<file path="src/rtl/digit_bbox_if.sv">
// Pixel-stream in / committed-box out bundle for digit_bbox.
// The master drives the binarised pixel stream; the slave (digit_bbox) returns the committed box.
interface digit_bbox_if;
  logic        pix_valid;
  logic [8:0]  hcnt;
  logic [8:0]  vcnt;
  logic        binary_i;
  logic [8:0]  x_min;
  logic [8:0]  x_max;
  logic [8:0]  y_min;
  logic [8:0]  y_max;
  logic [16:0] pix_count;
  logic        bbox_valid;
  logic        frame_done;

  modport master (
    output pix_valid, hcnt, vcnt, binary_i,
    input  x_min, x_max, y_min, y_max, pix_count, bbox_valid, frame_done
  );

  modport slave (
    input  pix_valid, hcnt, vcnt, binary_i,
    output x_min, x_max, y_min, y_max, pix_count, bbox_valid, frame_done
  );
endinterface

</file>
<file path="src/rtl/digit_bbox.sv">
// Per-frame bounding box and foreground count of the binarised pixel stream.
// Results are committed at frame end and held stable for the whole following frame.
module digit_bbox #(
  parameter int unsigned H_ACT    = 320,
  parameter int unsigned V_ACT    = 240,
  parameter int unsigned MIN_PIX  = 16,
  parameter logic        FG_LEVEL = 1'b0
) (
  input logic         pclk,
  input logic         iRST_N,
  digit_bbox_if.slave bus
);

  typedef enum logic [1:0] {StIdle, StAccum, StCommit} state_e;
  state_e state_q, state_d;

  logic       valid_q;
  logic [8:0] h_q, v_q;
  logic       bin_q;

  always_ff @(posedge pclk or negedge iRST_N) begin
    if (!iRST_N) begin
      valid_q <= 1'b0;
      h_q     <= '0;
      v_q     <= '0;
      bin_q   <= 1'b0;
    end else begin
      valid_q <= bus.pix_valid;
      h_q     <= bus.hcnt;
      v_q     <= bus.vcnt;
      bin_q   <= bus.binary_i;
    end
  end

  logic in_range, is_start, is_last, is_fg, process;
  assign in_range = valid_q && (32'(h_q) < H_ACT) && (32'(v_q) < V_ACT);
  assign is_start = in_range && (h_q == '0) && (v_q == '0);
  assign is_last  = in_range && (h_q == 9'(H_ACT - 1)) && (v_q == 9'(V_ACT - 1));
  assign is_fg    = in_range && (bin_q == FG_LEVEL);
  // A frame start is taken in any state; a restart in StAccum discards the partial frame.
  assign process  = is_start || ((state_q == StAccum) && in_range);

  always_ff @(posedge pclk or negedge iRST_N) begin
    if (!iRST_N) state_q <= StIdle;
    else         state_q <= state_d;
  end

  always_comb begin
    state_d = state_q;
    unique case (state_q)
      StIdle, StCommit: begin
        if (is_start) state_d = is_last ? StCommit : StAccum;
        else          state_d = StIdle;
      end
      StAccum: begin
        if (is_last) state_d = StCommit;
      end
      default: state_d = StIdle;
    endcase
  end

  always_comb begin
    bus.frame_done = (state_q == StCommit);
  end

  logic [8:0]  xmin_q, xmax_q, ymin_q, ymax_q;
  logic [8:0]  xmin_d, xmax_d, ymin_d, ymax_d;
  logic [16:0] cnt_q, cnt_d;
  logic        seen_q, seen_d;

  always_comb begin
    xmin_d = is_start ? '0 : xmin_q;
    xmax_d = is_start ? '0 : xmax_q;
    ymin_d = is_start ? '0 : ymin_q;
    ymax_d = is_start ? '0 : ymax_q;
    cnt_d  = is_start ? '0 : cnt_q;
    seen_d = is_start ? 1'b0 : seen_q;
    if (process && is_fg) begin
      if (!seen_d) begin
        xmin_d = h_q;
        xmax_d = h_q;
        ymin_d = v_q;
        ymax_d = v_q;
      end else begin
        if (h_q < xmin_d) xmin_d = h_q;
        if (h_q > xmax_d) xmax_d = h_q;
        if (v_q < ymin_d) ymin_d = v_q;
        if (v_q > ymax_d) ymax_d = v_q;
      end
      cnt_d  = cnt_d + 17'd1;
      seen_d = 1'b1;
    end
  end

  always_ff @(posedge pclk or negedge iRST_N) begin
    if (!iRST_N) begin
      xmin_q <= '0;
      xmax_q <= '0;
      ymin_q <= '0;
      ymax_q <= '0;
      cnt_q  <= '0;
      seen_q <= 1'b0;
    end else begin
      xmin_q <= xmin_d;
      xmax_q <= xmax_d;
      ymin_q <= ymin_d;
      ymax_q <= ymax_d;
      cnt_q  <= cnt_d;
      seen_q <= seen_d;
    end
  end

  logic [8:0]  out_xmin_q, out_xmax_q, out_ymin_q, out_ymax_q;
  logic [16:0] out_cnt_q;
  logic        out_valid_q;

  // Loaded on the edge entering StCommit so the new box is visible alongside frame_done.
  always_ff @(posedge pclk or negedge iRST_N) begin
    if (!iRST_N) begin
      out_xmin_q  <= '0;
      out_xmax_q  <= '0;
      out_ymin_q  <= '0;
      out_ymax_q  <= '0;
      out_cnt_q   <= '0;
      out_valid_q <= 1'b0;
    end else if (state_d == StCommit) begin
      out_cnt_q <= cnt_d;
      if (32'(cnt_d) >= MIN_PIX) begin
        out_xmin_q  <= xmin_d;
        out_xmax_q  <= xmax_d;
        out_ymin_q  <= ymin_d;
        out_ymax_q  <= ymax_d;
        out_valid_q <= 1'b1;
      end else begin
        out_valid_q <= 1'b0;
      end
    end
  end

  assign bus.x_min      = out_xmin_q;
  assign bus.x_max      = out_xmax_q;
  assign bus.y_min      = out_ymin_q;
  assign bus.y_max      = out_ymax_q;
  assign bus.pix_count  = out_cnt_q;
  assign bus.bbox_valid = out_valid_q;

endmodule

</file>
<file path="src/flat_wrapper.sv">
// flat-port wrapper written by rule: the top's interface ports become plain ports
module digit_bbox_flat 
#(
  parameter int unsigned H_ACT    = 320,
  parameter int unsigned V_ACT    = 240,
  parameter int unsigned MIN_PIX  = 16,
  parameter logic        FG_LEVEL = 1'b0
)
  (pclk, iRST_N, bus_pix_valid, bus_hcnt, bus_vcnt, bus_binary_i, bus_x_min, bus_x_max, bus_y_min, bus_y_max, bus_pix_count, bus_bbox_valid, bus_frame_done);
  digit_bbox_if bus_i ();
  input logic pclk;
  input logic iRST_N;
  input wire logic [$bits(bus_i.pix_valid)-1:0] bus_pix_valid;
  input wire logic [$bits(bus_i.hcnt)-1:0] bus_hcnt;
  input wire logic [$bits(bus_i.vcnt)-1:0] bus_vcnt;
  input wire logic [$bits(bus_i.binary_i)-1:0] bus_binary_i;
  output wire logic [$bits(bus_i.x_min)-1:0] bus_x_min;
  output wire logic [$bits(bus_i.x_max)-1:0] bus_x_max;
  output wire logic [$bits(bus_i.y_min)-1:0] bus_y_min;
  output wire logic [$bits(bus_i.y_max)-1:0] bus_y_max;
  output wire logic [$bits(bus_i.pix_count)-1:0] bus_pix_count;
  output wire logic [$bits(bus_i.bbox_valid)-1:0] bus_bbox_valid;
  output wire logic [$bits(bus_i.frame_done)-1:0] bus_frame_done;
  assign bus_i.pix_valid = bus_pix_valid;
  assign bus_i.hcnt = bus_hcnt;
  assign bus_i.vcnt = bus_vcnt;
  assign bus_i.binary_i = bus_binary_i;
  assign bus_x_min = bus_i.x_min;
  assign bus_x_max = bus_i.x_max;
  assign bus_y_min = bus_i.y_min;
  assign bus_y_max = bus_i.y_max;
  assign bus_pix_count = bus_i.pix_count;
  assign bus_bbox_valid = bus_i.bbox_valid;
  assign bus_frame_done = bus_i.frame_done;
  digit_bbox #(.H_ACT(H_ACT), .V_ACT(V_ACT), .MIN_PIX(MIN_PIX), .FG_LEVEL(FG_LEVEL)) u_core (.pclk(pclk), .iRST_N(iRST_N), .bus(bus_i));
endmodule
</file>
<file path="config.mk">
export PLATFORM = sky130hd
export DESIGN_NAME = digit_bbox_flat
export DESIGN_NICKNAME = d
export VERILOG_FILES = /design/src/rtl/digit_bbox_if.sv /design/src/rtl/digit_bbox.sv /design/src/flat_wrapper.sv
export SDC_FILE = /design/constraint.sdc
export NUM_CORES = 1
export LEC_CHECK = 0
export ABC_AREA = 1
export CAP_MARGIN = 30
export CORE_AREA = 2 2 139 141
export DETAILED_ROUTE_END_ITERATION = 12
export DIE_AREA = 0 0 141 143
export GPL_ROUTABILITY_DRIVEN = 1
export MAX_ROUTING_LAYER = met4
export PLACE_DENSITY = 0.52
export SLEW_MARGIN = 10
export SYNTH_ARGS = -nofsm -noshare
export SYNTH_HDL_FRONTEND = slang
export SYNTH_SLANG_ARGS = --single-unit
</file>
<file path="constraint.sdc">
create_clock -name pclk -period 4.6 [get_ports pclk]
set_input_delay 0.92 -clock pclk [delete_from_list [all_inputs] [get_ports pclk]]
set_output_delay 0.92 -clock pclk [all_outputs]
set_load 0.01 [all_outputs]
</file>
### Yosys cells after proc, flatten, opt, wreduce, memory -nomap -nowiden

Cells that the tools add are included.

| storage, ports and cells | value |
|---|---|
| register bits | 130 |
| latch bits | 0 |
| bits in writable memories | 0 |
| bits in read-only memories | 0 |
| word-level logic and storage cells | 71 |
| memories kept | 0 |

| cells by class | value |
|---|---|
| add/sub/neg operators | 1 |
| $mul | 0 |
| div/mod/pow operators | 0 |
| magnitude comparators | 7 |
| equal/unequal tests | 5 |
| shifts and indexed selects | 0 |
| mux-type cells | 25 |
| bitwise logic cells | 1 |
| reductions and logical operators | 15 |

Operators by type and width:

| cell | number |
|---|---|
| $mux W9 | 16 |
| $mux W17 | 2 |
| $gt A9 B9 Y1 | 2 |
| $logic_not A9 Y1 | 2 |
| $lt A9 B9 Y1 | 2 |
| $add A17 B1 Y17 const B | 1 |
| $ge A17 B5 Y1 const B | 1 |
| $eq A9 B8 Y1 const B | 1 |
| $eq A9 B9 Y1 const B | 1 |
| $logic_and A1 B1 Y1 | 9 |
| $lt A9 B8 Y1 const B | 1 |
| $lt A9 B9 Y1 const B | 1 |
| $mux W2 | 3 |
| $eq A2 B2 Y1 const B | 2 |
| $pmux W2 S2 | 1 |
| $mux W1 | 3 |
| $eq A2 B1 Y1 const B | 1 |
| $logic_not A2 Y1 | 1 |
| $reduce_and A2 Y1 | 1 |
| $reduce_or A2 Y1 | 1 |
| $logic_or A1 B1 Y1 | 1 |
| $not A1 Y1 | 1 |

### Longest topological paths before layout

| logic depth | value |
|---|---|
| depth after elaboration | 10 |
| depth in mapped cells | 24 |
| gate-level depth less buffers | 21 |

### Worst setup path before layout

Ideal clock, no wire load.

| timing | value |
|---|---|
| path type | register to register |
| start | register u_core.v_q[6] |
| end | register u_core.out_xmax_q[0] (netlist: u_core.bus.x_max[0]) |
| library setup time | 0.117 ns |
| arrival time | 3.079 ns |
| required time | 4.483 ns |
| path slack | 1.404 ns |
| stages on the path, launching flop included | 24 |
| buffers on the path | 3 |
| cells stage by stage | dfrtp_1 > nand3_1 > nor2_2 > nor2_2 > nand3_4 > buf_6 > buf_2 > buf_1 > nand2_1 > ha_1 > nand2_1 > o21a_1 > o21ai_0 > nand3_1 > nand2_1 > a21oi_1 > o21bai_1 > nand2_1 > nand2_1 > nand2_1 > nand2_1 > nand2_1 > nand3_1 > nand2_1 |

| between the ends | value |
|---|---|
| cells in the longest elaborated chain, start to end | 9 |
| elaborated cells on any way between the ends | 28 |
| those cells by class | add/sub (1); order compare (3); eq/ne (2); mux (11); reduce/logical (11) |

Ends and longest elaborated chain:

| item | line | source |
|---|---|---|
| start, declared | digit_bbox.sv:18 | `logic [8:0] h_q, v_q;` |
| start signal, assigned | digit_bbox.sv:30 | `v_q <= bus.vcnt;` |
| $lt A9 B8 Y1 | digit_bbox.sv:36 | `assign in_range = valid_q && (32'(h_q) < H_ACT) && (32'(v_q) < V_ACT);` |
| $logic_and A1 B1 Y1 | digit_bbox.sv:36 |  |
| $logic_and A1 B1 Y1 (2 in series) | digit_bbox.sv:37 | `assign is_start = in_range && (h_q == '0) && (v_q == '0);` |
| $mux W9 | digit_bbox.sv:73 | `xmax_d = is_start ? '0 : xmax_q;` |
| $gt A9 B9 Y1 | digit_bbox.sv:86 | `if (h_q > xmax_d) xmax_d = h_q;` |
| $mux W9 | digit_bbox.sv:86 |  |
| $mux W9 | digit_bbox.sv:79 | `if (!seen_d) begin` |
| $mux W9 (*) | digit_bbox.sv:78 | `if (process && is_fg) begin` |
| net u_core.xmax_d[0] | digit_bbox.sv:67 | `logic [8:0] xmin_d, xmax_d, ymin_d, ymax_d;` |
| end signal, assigned | digit_bbox.sv:130 | `out_xmax_q <= xmax_d;` |
| end, declared | digit_bbox.sv:113 | `logic [8:0] out_xmin_q, out_xmax_q, out_ymin_q, out_ymax_q;` |

Mark *: on every way through the listed nets, which the timed path passes. The rest lies on a longest branch.
A chain may end at the register's enable or synchronous reset.

### Worst setup path in the final report

| timing | value |
|---|---|
| start | register u_core.v_q[6] |
| end | register u_core.out_xmax_q[1] (netlist: u_core.bus.x_max[1]) |

The elaborated chain is that of the path after synthesis.

==> key figures <==
Job
  • Max Cap Viol: 0

Synthesis
  • EDFF count, synth: 0
  • Complex-gate fraction of the synthesized area: 5.48%
  • Post-Synth Adder-Cell Area: 6.44%
  • Gate Count Post-Synth: ~760
  • Top cell type by total area after synthesis: dfrtp_1
  • Syn Area/Cell: 8.43 um2
  • Synth area leaders: dfrtp_1, nand2_1, ha_1
  • Fraction of registers with async set/reset: 100%
  • Top_reg_cell synth: dfrtp_1
  • Synth unique cells: 37
  • Area share of the largest cell type after synthesis: between 50% and 60%
  • Sequential share of the synthesized area: approximately half
  • Synth warn: 0
  • Synth Area in XOR/XNOR: about 1.1%
  • Syn_nets: 816
  • Mux contribution to synthesized area: 0%
  • Simple-gate share of the synthesized area: 29.9%
  • Mapped cell area: 0.00641 mm2
  • Largest family of logic cells by synthesized area: simple AND/OR/NAND/NOR gates
  • Number of synthesized register bits: 130

Worst setup path
  • Endpoint type of the worst setup path: flop
  • FF-to-FF Start: u_core.v_q[6]$_DFF_PN0_
  • R2R cell count: 21
  • CP required: 4.92 ns
  • Setup CP Type: flop to flop
  • Crit path max fanout: 46
  • CP arrival: approximately 4.2 ns
  • CP Launch Type: flop
  • Flop-to-flop setup slack: between 0.7 and 0.8 ns
  • Worst r2r dst: u_core.bus.x_max[1]$_DFFE_PN0P_

Final layout
  • Most frequent cells in the layout: nand2_1, dfrtp_1, nand3_1
  • Finished Core Util: 43.3%
  • Filler Cells Inserted: between 1500 and 2000
  • Layout cells sized above 1: 8.56%
  • Area of the multi-input gates: 0.00275 mm2
  • Post-layout nets: 895
  • Commonest non-fill, non-tap cell in the layout: nand2_1
  • Ant diodes: 0
  • FF/Latch Area: 0.00325 mm2
  • Layout area overhead: 25.5%

STA
  • Part of the cycle the worst path needs: 84.6%
  • Fin worst setup slack: 0.709 ns
  • Max-slew headroom: 53.0%
  • Post-route minimum period: 3.89 ns
  • Final hold violation count: 0
  • Setup Viol. Count Final: 0
  • FMAX: around 260 MHz
  • Slew @ Worst Pin: approximately 0.70 ns
  • Final TNS setup: 0 ns
  • Final Skew: about 0.0067 ns
  • RSZ-0062 raised after global routing: false
  • Fin. max-slew vios: 0

Floorplan
  • Die X: ~140 um
  • Die Area: 0.0202 mm2
  • Die Ht: 143 um
  • # rows: 50
  • Starting Density: 34.5%
  • I/O pin count: 77
  • Core ar.: approximately 0.019 mm2

Hold path
  • Worst hold stages: 2
  • Hold path start: u_core.bus.y_max[7]$_DFFE_PN0P_
  • Worst hold endpoint: u_core.bus.y_max[7]$_DFFE_PN0P_
  • Min-delay worst type: flop to flop

CTS
  • CTS max path bufs: 2
  • CTS clk-pin slew, worst paths: 0.06 ns
  • Cts bufs inserted: 17
  • Cts repair resizes: 0
  • Root buf cell: clkbuf_16
  • Clk_lat worst skew: 0.43 ns
  • CTS tree: yes
  • Cts hold-fix bufs: 0
  • H-Tree Depth: 4
  • Number of clock sinks: 130
  • # Post-CTS Setup Buffers: 0

Placement
  • Final HPWL DP: 10500 um
  • # port buffers: 76
  • GP Congestion: between 0.8 and 0.9
  • Setup WS pre-CTS: 0.739 ns

GRT
  • First-pass GRT wire length: 27300 um
  • Initial antenna violation count: 0
  • GRT Total Usage: ~18%
  • Number of global-route vias before repair: 5226
  • Largest net degree at the start of global routing: 78
  • Congestion Overflow GR: 0

Routing
  • DRC Markers: 0
  • Antenna-violating nets left: 0
  • DR WL/cell: 14.3 um
  • Vias/cell: 4.64
  • DRT Pass-1 Iters: 4
  • Total wire length: between 15000 and 20000 um
  • DR iter-0 viols: 324
  • Vias post-DR: just over 5000

Power and ir drop
  • Pwr Density: 344 mW/mm2
  • Peak VDD IR: between 200 and 300 uV
  • Leak pwr: 4.07 nW

Run status
  • Outcome: finished clean
critical path, cell delays in order (launching register included):
cell	delay, ns
dfrtp_1	0.55
nand3_1	0.18
nor2_2	0.13
nor2_2	0.08
nand3_4	0.22
buf_4	0.48
nand2_1	0.15
ha_1	0.33
nand2_1	0.07
o21a_1	0.16
o21ai_0	0.14
nand3_1	0.08
nand2_1	0.06
a21oi_1	0.06
o21bai_1	0.11
nand2_1	0.06
nand2_1	0.22
nand2_1	0.28
nand2_1	0.14
nand2_1	0.08
nand3_1	0.09
nand2_1	0.06
per-layer routing:
| layer | vias to the layer above | GRT usage, % | share of wire, % |
|---|---|---|---|
| li1 | 2631 | - | - |
| met1 | 2295 | 24.6 | 52 |
| met2 | 95 | 26.3 | 43 |
| met3 | 23 | 3.02 | 3.4 |
| met4 | 0 | 5.95 | 1.6 |
| met5 | - | - | 0 |
worst max path at each step:
stage          slack (ns)                         endpoint  cells past startpoint                    start
5_1_grt              0.26  u_core.bus.x_max[1]$_DFFE_PN0P_                     21  u_core.v_q[5]$_DFF_PN0_
6_report             0.71  u_core.bus.x_max[1]$_DFFE_PN0P_                     21  u_core.v_q[6]$_DFF_PN0_
3_3_place_gp         0.86  u_core.bus.x_max[3]$_DFFE_PN0P_                     21  u_core.v_q[6]$_DFF_PN0_
2_1_floorplan        1.40  u_core.bus.x_max[0]$_DFFE_PN0P_                     23  u_core.v_q[6]$_DFF_PN0_
4_1_cts              0.75  u_core.bus.x_max[1]$_DFFE_PN0P_                     21  u_core.v_q[6]$_DFF_PN0_
3_5_place_dp         0.74  u_core.bus.x_max[1]$_DFFE_PN0P_                     21  u_core.v_q[6]$_DFF_PN0_
area by class of cell:
cell class                 instances  share of cell area [%]
timing repair buffer              84                    10.3
clock inverter                    13                    2.60
clock buffer                      19                    5.50
inverter                          71                    3.31
tap                              234                    3.64
sequential                       130                    40.4
multi-input combinational        536                    34.2
power by group:
part / switching (mW) / total (mW) / leakage [nW] / internal, mW
clock network: 0.532 / 1.51 / 0.309 / 0.975
registers: 0.0192 / 1.17 / 1.77 / 1.15
logic: 0.0531 / 0.0915 / 1.99 / 0.0384
logic make-up (layout without fill, tap and decap cells):
group / after synthesis / after routing
AND/OR/NAND/NOR: 428 / 428
buffers and inverters: 95 / 187
XOR/XNOR: 8 / 8
AO/OA/AOI/OAI: 67 / 67
flip-flops: 130 / 130
adder cells (fa/ha/maj): 33 / 33
metrics by stage:
stage          hold slack, ns  total power [mW]  instance area (um2)  std cells
3_3_place_gp            0.454              1.29                 7400       1055
6_report                0.466              2.77                 8050       1087
5_1_grt                 0.490              2.87                 8050       1087
2_1_floorplan           0.489              1.22                 6410        761
3_5_place_dp            0.458              1.29                 7400       1055
4_1_cts                 0.472              2.80                 8050       1087
Yosys cell counts (3+ instances only):
master,n
nor2_4,4
o21ai_0,35
clkbuf_1,6
nor2_1,48
buf_1,7
buf_2,6
or4_1,3
xor2_1,7
nand2_1,245
inv_2,6
nand3_1,81
nand2_2,6
ha_1,33
buf_6,4
a21oi_1,25
nand4_1,15
nand3_2,4
nor2_2,7
nor3_1,7
inv_1,63
dfrtp_1,130
flip-flops by register name, summed over array words and instances (netlist names), 2 cells and up:
| register | count |
|---|---|
| u_core.bus.pix_count | 17 |
| u_core.bus.x_max | 9 |
| u_core.bus.x_min | 9 |
| u_core.bus.y_max | 9 |
| u_core.bus.y_min | 9 |
| u_core.cnt_q | 17 |
| u_core.h_q | 9 |
| u_core.state_q | 2 |
| u_core.v_q | 9 |
| u_core.xmax_q | 9 |
| u_core.xmin_q | 9 |
| u_core.ymax_q | 9 |
| u_core.ymin_q | 9 |
Note: power is estimated with default switching activity, not from simulation.
